`src/rtl/aes_mask_prng.sv`:
```
// Mask-word generator for the protected AES unit: a 64-bit Fibonacci LFSR advanced
// 26 steps per cycle, gated by a warm-up FSM, feeding a 2-entry output FIFO.
module aes_mask_prng #(
    parameter logic [63:0] DEFAULT_SEED  = 64'h0123_4567_89AB_CDEF,
    parameter int unsigned WARMUP_CYCLES = 16
) (
    input  logic        clk_i,
    input  logic        rst_n,
    input  logic        seed_valid_i,
    input  logic [63:0] seed_i,
    output logic [25:0] rand_o,
    output logic        rand_valid_o,
    input  logic        rand_ready_i,
    output logic        warm_o
);

    typedef enum logic {WARMUP, RUN} state_e;

    localparam logic [7:0] WARM_LAST = 8'(WARMUP_CYCLES - 1);

    // 26 single steps of x^64+x^63+x^61+x^60+1; bit 0 ends up as the newest bit.
    function automatic logic [63:0] lfsr_adv(input logic [63:0] s);
        logic [63:0] t;
        t = s;
        for (int i = 0; i < 26; i++) begin
            t = {t[62:0], t[63] ^ t[62] ^ t[60] ^ t[59]};
        end
        return t;
    endfunction

    state_e      state_q, state_d;
    logic [63:0] lfsr_q, lfsr_d;
    logic [7:0]  cnt_q, cnt_d;
    logic [25:0] head_q, head_d;
    logic [25:0] tail_q, tail_d;
    logic [1:0]  fill_q, fill_d;

    logic [63:0] adv;
    logic [25:0] word;
    logic        pop;
    logic        push;

    assign adv          = lfsr_adv(lfsr_q);
    assign word         = adv[25:0];
    assign rand_valid_o = (fill_q != 2'd0);
    assign rand_o       = head_q;
    assign warm_o       = (state_q == RUN);
    assign pop          = rand_valid_o && rand_ready_i;
    // The LFSR only moves in RUN when its word has somewhere to go.
    assign push         = (state_q == RUN) && ((fill_q != 2'd2) || pop);

    always_comb begin
        state_d = state_q;
        lfsr_d  = lfsr_q;
        cnt_d   = cnt_q;
        head_d  = head_q;
        tail_d  = tail_q;
        fill_d  = fill_q;

        if (seed_valid_i) begin
            lfsr_d  = (seed_i == 64'd0) ? DEFAULT_SEED : seed_i;
            state_d = WARMUP;
            cnt_d   = 8'd0;
            fill_d  = 2'd0;
        end else begin
            unique case (state_q)
                WARMUP: begin
                    lfsr_d = adv;
                    if (cnt_q == WARM_LAST) begin
                        state_d = RUN;
                        cnt_d   = 8'd0;
                    end else begin
                        cnt_d = cnt_q + 8'd1;
                    end
                end
                RUN: begin
                    if (push) lfsr_d = adv;
                end
                default: state_d = WARMUP;
            endcase

            unique case ({push, pop})
                2'b10: begin
                    if (fill_q == 2'd0) head_d = word;
                    else                tail_d = word;
                    fill_d = fill_q + 2'd1;
                end
                2'b01: begin
                    if (fill_q == 2'd2) head_d = tail_q;
                    fill_d = fill_q - 2'd1;
                end
                2'b11: begin
                    if (fill_q == 2'd1) begin
                        head_d = word;
                    end else begin
                        head_d = tail_q;
                        tail_d = word;
                    end
                end
                default: ;
            endcase
        end
    end

    always_ff @(posedge clk_i or negedge rst_n) begin
        if (!rst_n) begin
            state_q <= WARMUP;
            lfsr_q  <= DEFAULT_SEED;
            cnt_q   <= 8'd0;
            head_q  <= 26'd0;
            tail_q  <= 26'd0;
            fill_q  <= 2'd0;
        end else begin
            state_q <= state_d;
            lfsr_q  <= lfsr_d;
            cnt_q   <= cnt_d;
            head_q  <= head_d;
            tail_q  <= tail_d;
            fill_q  <= fill_d;
        end
    end

endmodule

```
`config.mk`:
```
export PLATFORM = sky130hd
export DESIGN_NAME = aes_mask_prng
export DESIGN_NICKNAME = d
export VERILOG_FILES = /design/src/rtl/aes_mask_prng.sv
export SDC_FILE = /design/constraint.sdc
export NUM_CORES = 1
export LEC_CHECK = 0
export CELL_PAD_IN_SITES_DETAIL_PLACEMENT = 0
export CELL_PAD_IN_SITES_GLOBAL_PLACEMENT = 1
export CORE_AREA = 2 2 129 131
export CTS_CLUSTER_DIAMETER = 50
export DETAILED_ROUTE_END_ITERATION = 10
export DIE_AREA = 0 0 131 133
export PLACE_DENSITY_LB_ADDON = 0.1
export SLEW_MARGIN = 20
export SYNTH_ARGS = -nofsm -noshare
export SYNTH_HDL_FRONTEND = slang
export SYNTH_SLANG_ARGS = --single-unit
```
`constraint.sdc`:
```
create_clock -name clk_i -period 3.2 [get_ports clk_i]
set_input_delay 0.64 -clock clk_i [delete_from_list [all_inputs] [get_ports clk_i]]
set_output_delay 0.64 -clock clk_i [all_outputs]
set_load 0.1 [all_outputs]
```
# ---- Yosys cells after proc, flatten, opt, wreduce, memory -nomap -nowiden
# Index checks and enable logic that the tools add are counted.
dict set report word_totals {
  register_bits 127
  out_inout_bits 28
}
dict set report classes {
  add_sub_neg 3
  n_eq_ne 13
  n_mux 19
  n_bitwise 80
  n_reduce_logical 11
}
# operator count
set ops {}
lappend ops {{2-to-1 mux 64 bit} 3}
lappend ops {{2-to-1 mux 26 bit} 5}
lappend ops {{one-hot mux 64 bit (2 select lines)} 1}
lappend ops {{one-hot mux 26 bit (3 select lines)} 1}
lappend ops {{bitwise XOR 1 bit} 78}
lappend ops {{logical NOT 64 bit} 1}
lappend ops {{one-hot mux 26 bit (2 select lines)} 1}
lappend ops {{2-to-1 mux 8 bit} 3}
lappend ops {{inequality test 2 bit, second input constant} 6}
lappend ops {{adder 8 x 1 -> 8 bit, second input constant} 1}
lappend ops {{== test 8 x 4 -> 1 bit, second input constant} 1}
lappend ops {{AND reduction 4 bit} 2}
lappend ops {{== test 2 bit, second input constant} 3}
lappend ops {{nonzero test 3 bit} 2}
lappend ops {{== test 2 x 1 -> 1 bit, second input constant} 2}
lappend ops {{one-hot mux 2 bit (2 select lines)} 1}
lappend ops {{nonzero test 2 bit} 2}
lappend ops {{2-to-1 mux 1 bit} 3}
lappend ops {{inequality test 3 x 2 -> 1 bit, second input constant} 1}
lappend ops {{adder 2 x 1 -> 2 bit, second input constant} 1}
lappend ops {{logical AND 1 bit} 2}
lappend ops {{logical NOT 2 bit} 1}
lappend ops {{2-to-1 mux 2 bit} 1}
lappend ops {{NOT 1 bit} 2}
lappend ops {{other kinds (2)} 2}

# ---- Logic depth before layout (Yosys ltp)
# Gate-level depths: netlist of run 1.
dict set report logic_depth {
  depth_word 7
  mapped_depth 9
  depth_no_buf 6
}

# ---- Least setup slack after synthesis of run 1
# Ideal clock, no wire load.
dict set report synth_timing {
  path_type {reg2reg}
  startpoint {register fill_q[0]}
  endpoint {register tail_q[19]}
  setup_ns 0.125
  t_arrival_ns 2.233
  t_required_ns 3.075
  slack_ns 0.842
  stages_incl_launch_ff 8
  path_buffers 2
  path_cell_list {dfrtp_1 inv_1 ha_1 inv_1 o2111a_1 buf_2 buf_2 mux2_2}
}
dict set report synth_between {
  elab_chain_cells 7
}
# item line_no
set synth_rtl {}
lappend synth_rtl {{start, declared} 36} ;# logic [1:0] fill_q, fill_d;
lappend synth_rtl {{start signal, assigned} 119} ;# fill_q <= fill_d;
lappend synth_rtl {{nonzero test 2 bit (*)} 45} ;# assign rand_valid_o = (fill_q != 2'd0);
lappend synth_rtl {{net rand_valid_o} 12} ;# output logic rand_valid_o,
lappend synth_rtl {{logical AND 1 bit (*)} 48} ;# assign pop = rand_valid_o && rand_ready_i;
lappend synth_rtl {{logical OR 1 bit} 50} ;# assign push = (state_q == RUN) && ((fill_q != 2'd2) || pop);
lappend synth_rtl {{logical AND 1 bit} 50}
lappend synth_rtl {{== test 2 bit} 82} ;# unique case ({push, pop})
lappend synth_rtl {{inequality test 2 bit (no source line) / nonzero test 2 bit (equally long branches)} -}
lappend synth_rtl {{AND reduction 4 bit (no source line)} -}
lappend synth_rtl {{end signal, assigned} 118} ;# tail_q <= tail_d;
lappend synth_rtl {{end, declared} 35} ;# logic [25:0] tail_q, tail_d;
# The timed path passes the listed nets; every way through them passes the cells marked *.
# A chain may end at the register's enable or synchronous reset.

# ---- Worst setup path after layout of run 1
dict set report layout_timing {
  startpoint {input seed_i[47]}
  endpoint {register lfsr_q[0]}
}
dict set report layout_between {
  elab_chain_cells 3
}
# item line_no
set layout_rtl {}
lappend layout_rtl {{start, declared} 10} ;# input logic [63:0] seed_i,
lappend layout_rtl {{logical NOT 64 bit} 61} ;# lfsr_d = (seed_i == 64'd0) ? DEFAULT_SEED : seed_i;
lappend layout_rtl {{2-to-1 mux 64 bit} 61}
lappend layout_rtl {{2-to-1 mux 64 bit} 60} ;# if (seed_valid_i) begin
lappend layout_rtl {{end signal, assigned} 115} ;# lfsr_q <= lfsr_d;
lappend layout_rtl {{end, declared} 32} ;# logic [63:0] lfsr_q, lfsr_d;
# Every way passes these cells.

==> results.md, run 1 <==
- H-tree depth: 4
- Critical Path Sink Type: flop
- I/O pin count: 96
- Core box area: 16,200 um^2
- VDD IR max: 0.458 mV
- Antenna cells: 0
- Drt pass-1 iters: 5
- Initial DRC Count: 435
- Setup slack after layout: 0.669 ns
- PwrDens: 843 nW/um^2
- Hold WC Path Type: input port to async pin
- Final WL: 17.9 mm
- Rows: 47
- Clock buffer depth: 2
- Synth async-reset ratio: 100%
- Setup TNS: 0 ns
- Nets: 793
- Number of global-route vias before repair: 5,018
- Setup Buffers After CTS: 0
- Vias: 5,032
- Share of layout cells above drive strength 1: 18.8%
- DRC viols: 0
- Die Wd: 131 um
- Clock root cell: clkbuf_16
- First-pass GRT wire length: 28.3 mm
- Fin crit share: 79.1%
- Syn_nets: 700
- Crit path DAT: 2.87 ns
- CTS tree: done
- Post-layout power: 6.72 mW
- Gr usage total: 21.5%
- Hold slack: 0.168 ns
- Crit start category: input port
- Largest cells by area after synthesis: dfrtp_1 (37%), dfstp_2 (13%), nand2_1 (6.6%), xnor2_1 (5.2%), o21ai_0 (3.5%)
- RSZ-0062 raised after global routing: false
- Largest net degree at the start of global routing: 62
- Yosys cell types: 50
- Most numerous cell in the Yosys netlist: nand2_1
- Fmax: 395 MHz
- Worst Max-Slew Pin Slew: 0.653 ns
- Syn_area_per_cell: 10.1 um^2
- Yosys top cell by area: dfrtp_1
- Util after Layout: 49.3%
- Mapped cell area: 6340 um^2
- FILL cells: 1,532
- Crit Reg-Reg Startpoint: warm_o
- IO buf count: 95
- Yosys reg bits: 127
- Initial Utilization: 39.2%
- Clock skew: 0.00912 ns
- Die Y: 133 um
- Clock Pin Slew Worst Setup and Hold Paths: 0.05 ns
- CTS Buf Count: 17
- Min cycle time layout: 2.53 ns
- Initial antenna violation count: 0
- Most frequent cells after synthesis: nand2_1 (112), dfrtp_1 (95), o21ai_0 (44), xnor2_1 (38), dfstp_2 (32)
- Seq/Total Area, Yosys: 50.7%
- Max Slew Vio Count: 0
- Total gr overflow: 0
- Yosys warning total: 0
- Final setup fails: 0
- Routability congestion estimate: 0.812
- Clk_lat worst skew: 0.42 ns
- EDFF count, synth: 0
- Total clock sinks: 127
- Status: complete, no violations
- Data required, critical path: 3.54 ns
- Area grow syn2layout: 25.7%
- Full die area: 17,400 um^2
- Pre-CTS setup slack: 0.237 ns
- Worst-path fanout max: 18
- Wire length per cell: 18.7 um
- Post-synth top flop: dfrtp_1
- Static Leak: 3.52 nW
- Cells after synthesis: 628
- CTS resizes: 0
- Drt via density: 5.28
- DP Wirelength: 13.2 mm
- Post-synth top area share: 37.5%
- Hold Vio Cnt, Final: 0
- Hold buffer count at CTS: 0
- Antenna viol nets, final: 0
- Critical path class: input port to flop
- Worst setup path startpoint: seed_i[47]
- Slew HR: 56.2%
- Max-cap viol count: 0
-- kinds of logic after synthesis --
family	share of synthesized area [%]
buf+inv	4.42
simple gates	14.0
compound gates	15.9
xor+xnor	8.01
fa+ha+maj	0.789
flops	50.7
mux	6.19
-- flip-flops by register name, indices dropped and copies added, names as in the netlist --
register / cells
fill_q: 2
rand_o: 26
tail_q: 26
lfsr_q: 64
cnt_q: 8
warm_o: 1
-- power breakdown --
group | total (mW) | switching (mW) | internal (mW)
logic | 2.69 | 1.97 | 0.726
clock network | 1.75 | 0.664 | 1.09
registers | 2.28 | 0.251 | 2.03
total | 6.72 | 2.88 | 3.84
-- critical path, stage by stage --
cell and delay, ns:
clkdlybuf4s50_1 0.46, nor4_1 0.51, nand4_1 0.33, o41a_1 0.49, buf_4 0.23, a21oi_1 0.20
-- worst paths after layout --
kind	cells past startpoint	slack (ns)	end
hold reg to reg	2	0.47	rand_o[12]
hold / removal	1	0.17	rand_o[9]
min in group clk_i	2	0.47	rand_o[12]
setup reg to reg	4	0.84	tail_q[17]
setup / recovery	6	0.67	lfsr_q[0]
max in group asynchronous	2	2.17	lfsr_q[5]
-- final cells by class --
cell class	count	area, um^2	share of cell area, %
clock buffer	30	524	6.57
inverter	24	90.1	1.13
tap	220	275	3.45
timing repair buffer	110	1010	12.7
multi-input combinational	441	2850	35.8
sequential	127	3220	40.3
clock inverter	1	5.00	0.0627
-- cells in the final DEF, fill, tap and decap left out, types with 2 or more instances in the layout --
master           synthesis  final
o211ai_1                 3      3
clkdlybuf4s50_1          0     65
a21oi_2                 10     10
a211o_1                  2      2
dfstp_2                 32     32
nand4_1                  5      5
nand2b_1                 2      2
nand3_1                 17     17
mux2i_1                 19     19
nor2b_1                  2      2
and2_1                   8      8
nor3_1                   5      5
buf_12                   1      2
xnor2_1                 38     38
a2bb2oi_1                9      9
or3_1                    2      2
o22ai_1                 19     19
nand2_1                112    112
a22oi_1                 19     19
a21oi_1                 18     18
inv_1                   24     24
nor4_1                  15     15
mux2_2                  18     18
dfrtp_1                 95     95
clkbuf_16                0     17
ha_1                     4      4
nor2_1                  22     22
o31ai_1                  8      8
clkbuf_1                22      8
clkbuf_8                 1      5
buf_4                    1     42
o21ai_0                 44     44
xor2_1                  20     20
a2bb2oi_2                5      5
-- per-layer routing --
metal	wire (um)	GRT usage, %
met2	8330	32.5
met3	729	4.37
met4	345	6.62
met5	0	0
met1	8460	31.1
-- through the flow --
step,std cells,instance area (um^2)
after detailed placement,922,7450
final,953,7980
after global routing,953,7980
after floorplan,628,6340
after global placement,922,7450
after CTS,953,7980
Power figures use the tool's default switching activity.
==> run 2, diff against run 1 <==
Clock period 3.2 ns to 2.6 ns, I/O delays scaled along.
==> run 2 against run 1 <==
Register-to-register slack worse by 0.21 ns. Largest power group unchanged. First-iteration DRC count is 10% lower. Worst setup slack worse by 0.33 ns. Critical path depth is 1 higher.
==> results.md, run 2 (synthesis results as in run 1) <==
- Status: complete, no violations
- RSZ-0062 raised after global routing: false
- Clock skew: 0.00704 ns (-0.00208 ns)
- Hold Vio Cnt, Final: 0 (unchanged)
- Share of layout cells above drive strength 1: 21.2% (+2.4 points)
- Setup Buffers After CTS: 0 (unchanged)
- Worst path max stage delay: 0.46 ns (-0.05 ns)
- Number of non-filler instances in the completed layout: 965 (+1.3%)
- Wire length per cell: 18.3 um (-2.5%)
- Antenna viol nets, final: 0 (unchanged)
- IO buf count: 95 (unchanged)
- Number of global-route vias before repair: 4,887 (-2.6%)
- Crit path DAT: 2.60 ns (-0.27 ns)
- Post-layout power: 8.64 mW (+28%)
- Crit Reg-Reg Endpoint: tail_q[12]
- PwrDens: 1060 nW/um^2 (+25%)
- Placed Cells: 933 (+1.2%)
- Static Leak: 3.62 nW (+3.0%)
- Fin crit share: 86.9%
- DRC viols: 0 (unchanged)
- Pre-CTS setup slack: -0.0165 ns (-0.253 ns)
- Setup slack after layout: 0.340 ns (-0.328 ns)
- Switching portion of total power: 41.8% (-1.1 points)
- I/O pin count: 96 (unchanged)
- Nets: 804 (+1.4%)
- Vias: 5,006 (-0.52%)
- Clock root cell: clkbuf_16
- P_sw: 3.61 mW (+25%)
- Drt via density: 5.19 (-1.8%)
- Antenna cells: 0 (unchanged)
- First-pass GRT wire length: 27.8 mm (-1.9%)
- Routability congestion estimate: 0.803 (-1.0%)
- Logic pwr share: 38.6% (-1.5 points)
- Area grow syn2layout: 28.8%
- Rows: 47 (unchanged)
- Min cycle time layout: 2.26 ns
- VDD IR max: 0.575 mV (+26%)
- Hold buffer count at CTS: 0 (unchanged)
- CTS Buf Count: 17 (unchanged)
- Final setup fails: 0 (unchanged)
- Data required, critical path: 2.94 ns (-0.60 ns)
- Final WL: 17.6 mm (-1.3%)
- Die Y: 133 um (unchanged)
- Reg2reg path depth: 8 (+4)
- Full die area: 17,400 um^2 (unchanged)
- Max reg flops: 64 (unchanged)
- Clk_lat worst skew: 0.42 ns (about the same)
- Max-cap viol count: 0 (unchanged)
- Die Wd: 131 um (unchanged)
- Critical path class: input port to flop
- Initial DRC Count: 390 (-10%)
- Most frequent cells in the layout: nand2_1 (112), dfrtp_1 (95), clkdlybuf4s50_1 (65)
- Top reg by flops: lfsr_q
- Critical Path Sink Type: flop
- Critical-path top delay cell: clkdlybuf4s50_1
- Max Slew Vio Count: 0 (unchanged)
- Fmax: 443 MHz
- Clock buffer depth: 2 (unchanged)
- Drt pass-1 iters: 5 (unchanged)
- Reg power frac: 32.4% (-1.5 points)
- Total clock sinks: 127 (unchanged)
- Initial antenna violation count: 0 (unchanged)
- Worst-path fanout max: 9 (-9)
- Slew HR: 51.2% (-5.0 points)
- Largest net degree at the start of global routing: 128 (+110%)
- Clock power share: 29.0% (+2.9 points)
- Pint: 5.03 mW (+31%)
- Flop-to-flop setup slack: 0.63 ns (-0.21 ns)
- CTS tree: done
- Clock Pin Slew Worst Setup and Hold Paths: 0.06 ns (about the same)
- Hold WC Path Type: input port to async pin
- H-tree depth: 4 (unchanged)
- Crit start category: input port
- CP cell instances: clkdlybuf4s50_1, nor4_1, buf_4, nand4_1, o41ai_4, buf_4, a2bb2oi_1
- Total gr overflow: 0 (unchanged)
- Core box area: 16,200 um^2 (unchanged)
- Worst path most repeated cell: buf_4
- DP Wirelength: 12.9 mm (-2.2%)
- CTS resizes: 0 (unchanged)
- Leading cell type in the layout, fill and taps excluded: nand2_1
- Initial Utilization: 39.2% (unchanged)
- Worst Max-Slew Pin Slew: 0.727 ns (+0.0748 ns)
- Gr usage total: 21.3% (-0.19 points)
- Crit Reg-Reg Startpoint: fill_q[0]
==> run 2: changes by cell type in the layout (fill, tap and decap cells not counted), sizes merged <==
| cell | delta |
|---|---|
| clkbuf | -8 |
| bufinv | +3 |
| buf | +11 |
| clkinv | +3 |
| clkinvlp | +3 |
==> run 2: stage by stage <==
stage	util, %	cell area (um^2)	TNS [ns]	hold WS, ns
4_1_cts	50.5	8170	0	0.252
6_report	50.5	8170	0	0.184
3_5_place_dp	46.6	7540	-0.0186	0.470
2_1_floorplan	-	6340	0	0.224
3_3_place_gp	46.6	7540	0	0.462
5_1_grt	50.5	8170	0	0.278
==> run 2: worst max-delay path, delay by kind of cell <==
kind / cells / cell delay, ns
buffers and inverters: 3 / 0.87
AO/OA/AOI/OAI: 2 / 0.63
AND/OR/NAND/NOR: 2 / 0.57
==> run 2: power by group through the flow <==
stage          Combinational (mW)  Clock [mW]  Sequential (mW)
5_1_grt                      3.53        2.63             2.86
4_1_cts                      3.36        2.55             2.80
2_1_floorplan                1.07           0             4.13
3_5_place_dp                 3.36           0             2.84
6_report                     3.34        2.50             2.80
3_3_place_gp                 3.33           0             2.82
==> run 2: routing by layer <==
metal	vias up	routed length (um)	GRT usage, %
li1	2397	-	-
met1	2440	8380	31.3
met2	154	8120	32.2
met3	15	889	3.56
met4	0	236	6.50
met5	-	0	0
==> run 2: worst max path at each step <==
stage / to / from / depth (start not counted) / slack, ns
after global placement: lfsr_q[2] / seed_i[13] / 6 / 0.04
after global routing: lfsr_q[33] / seed_i[47] / 7 / 0.22
final: lfsr_q[33] / seed_i[43] / 7 / 0.34
after floorplan: tail_q[19] / fill_q[0] / 7 / 0.24
after detailed placement: lfsr_q[33] / seed_i[43] / 7 / -0.02
after CTS: lfsr_q[33] / seed_i[43] / 7 / 0.37
==> run 2: final cells by class <==
cell class / instances / area (um^2)
Clock inverter: 10 / 133
Timing Repair Buffer: 121 / 1110
Clock buffer: 22 / 494
Inverter: 24 / 90.1
Sequential cell: 127 / 3220
Tap cell: 220 / 275
Multi-Input combinational cell: 441 / 2850
Fill cell: 1517 / 8000
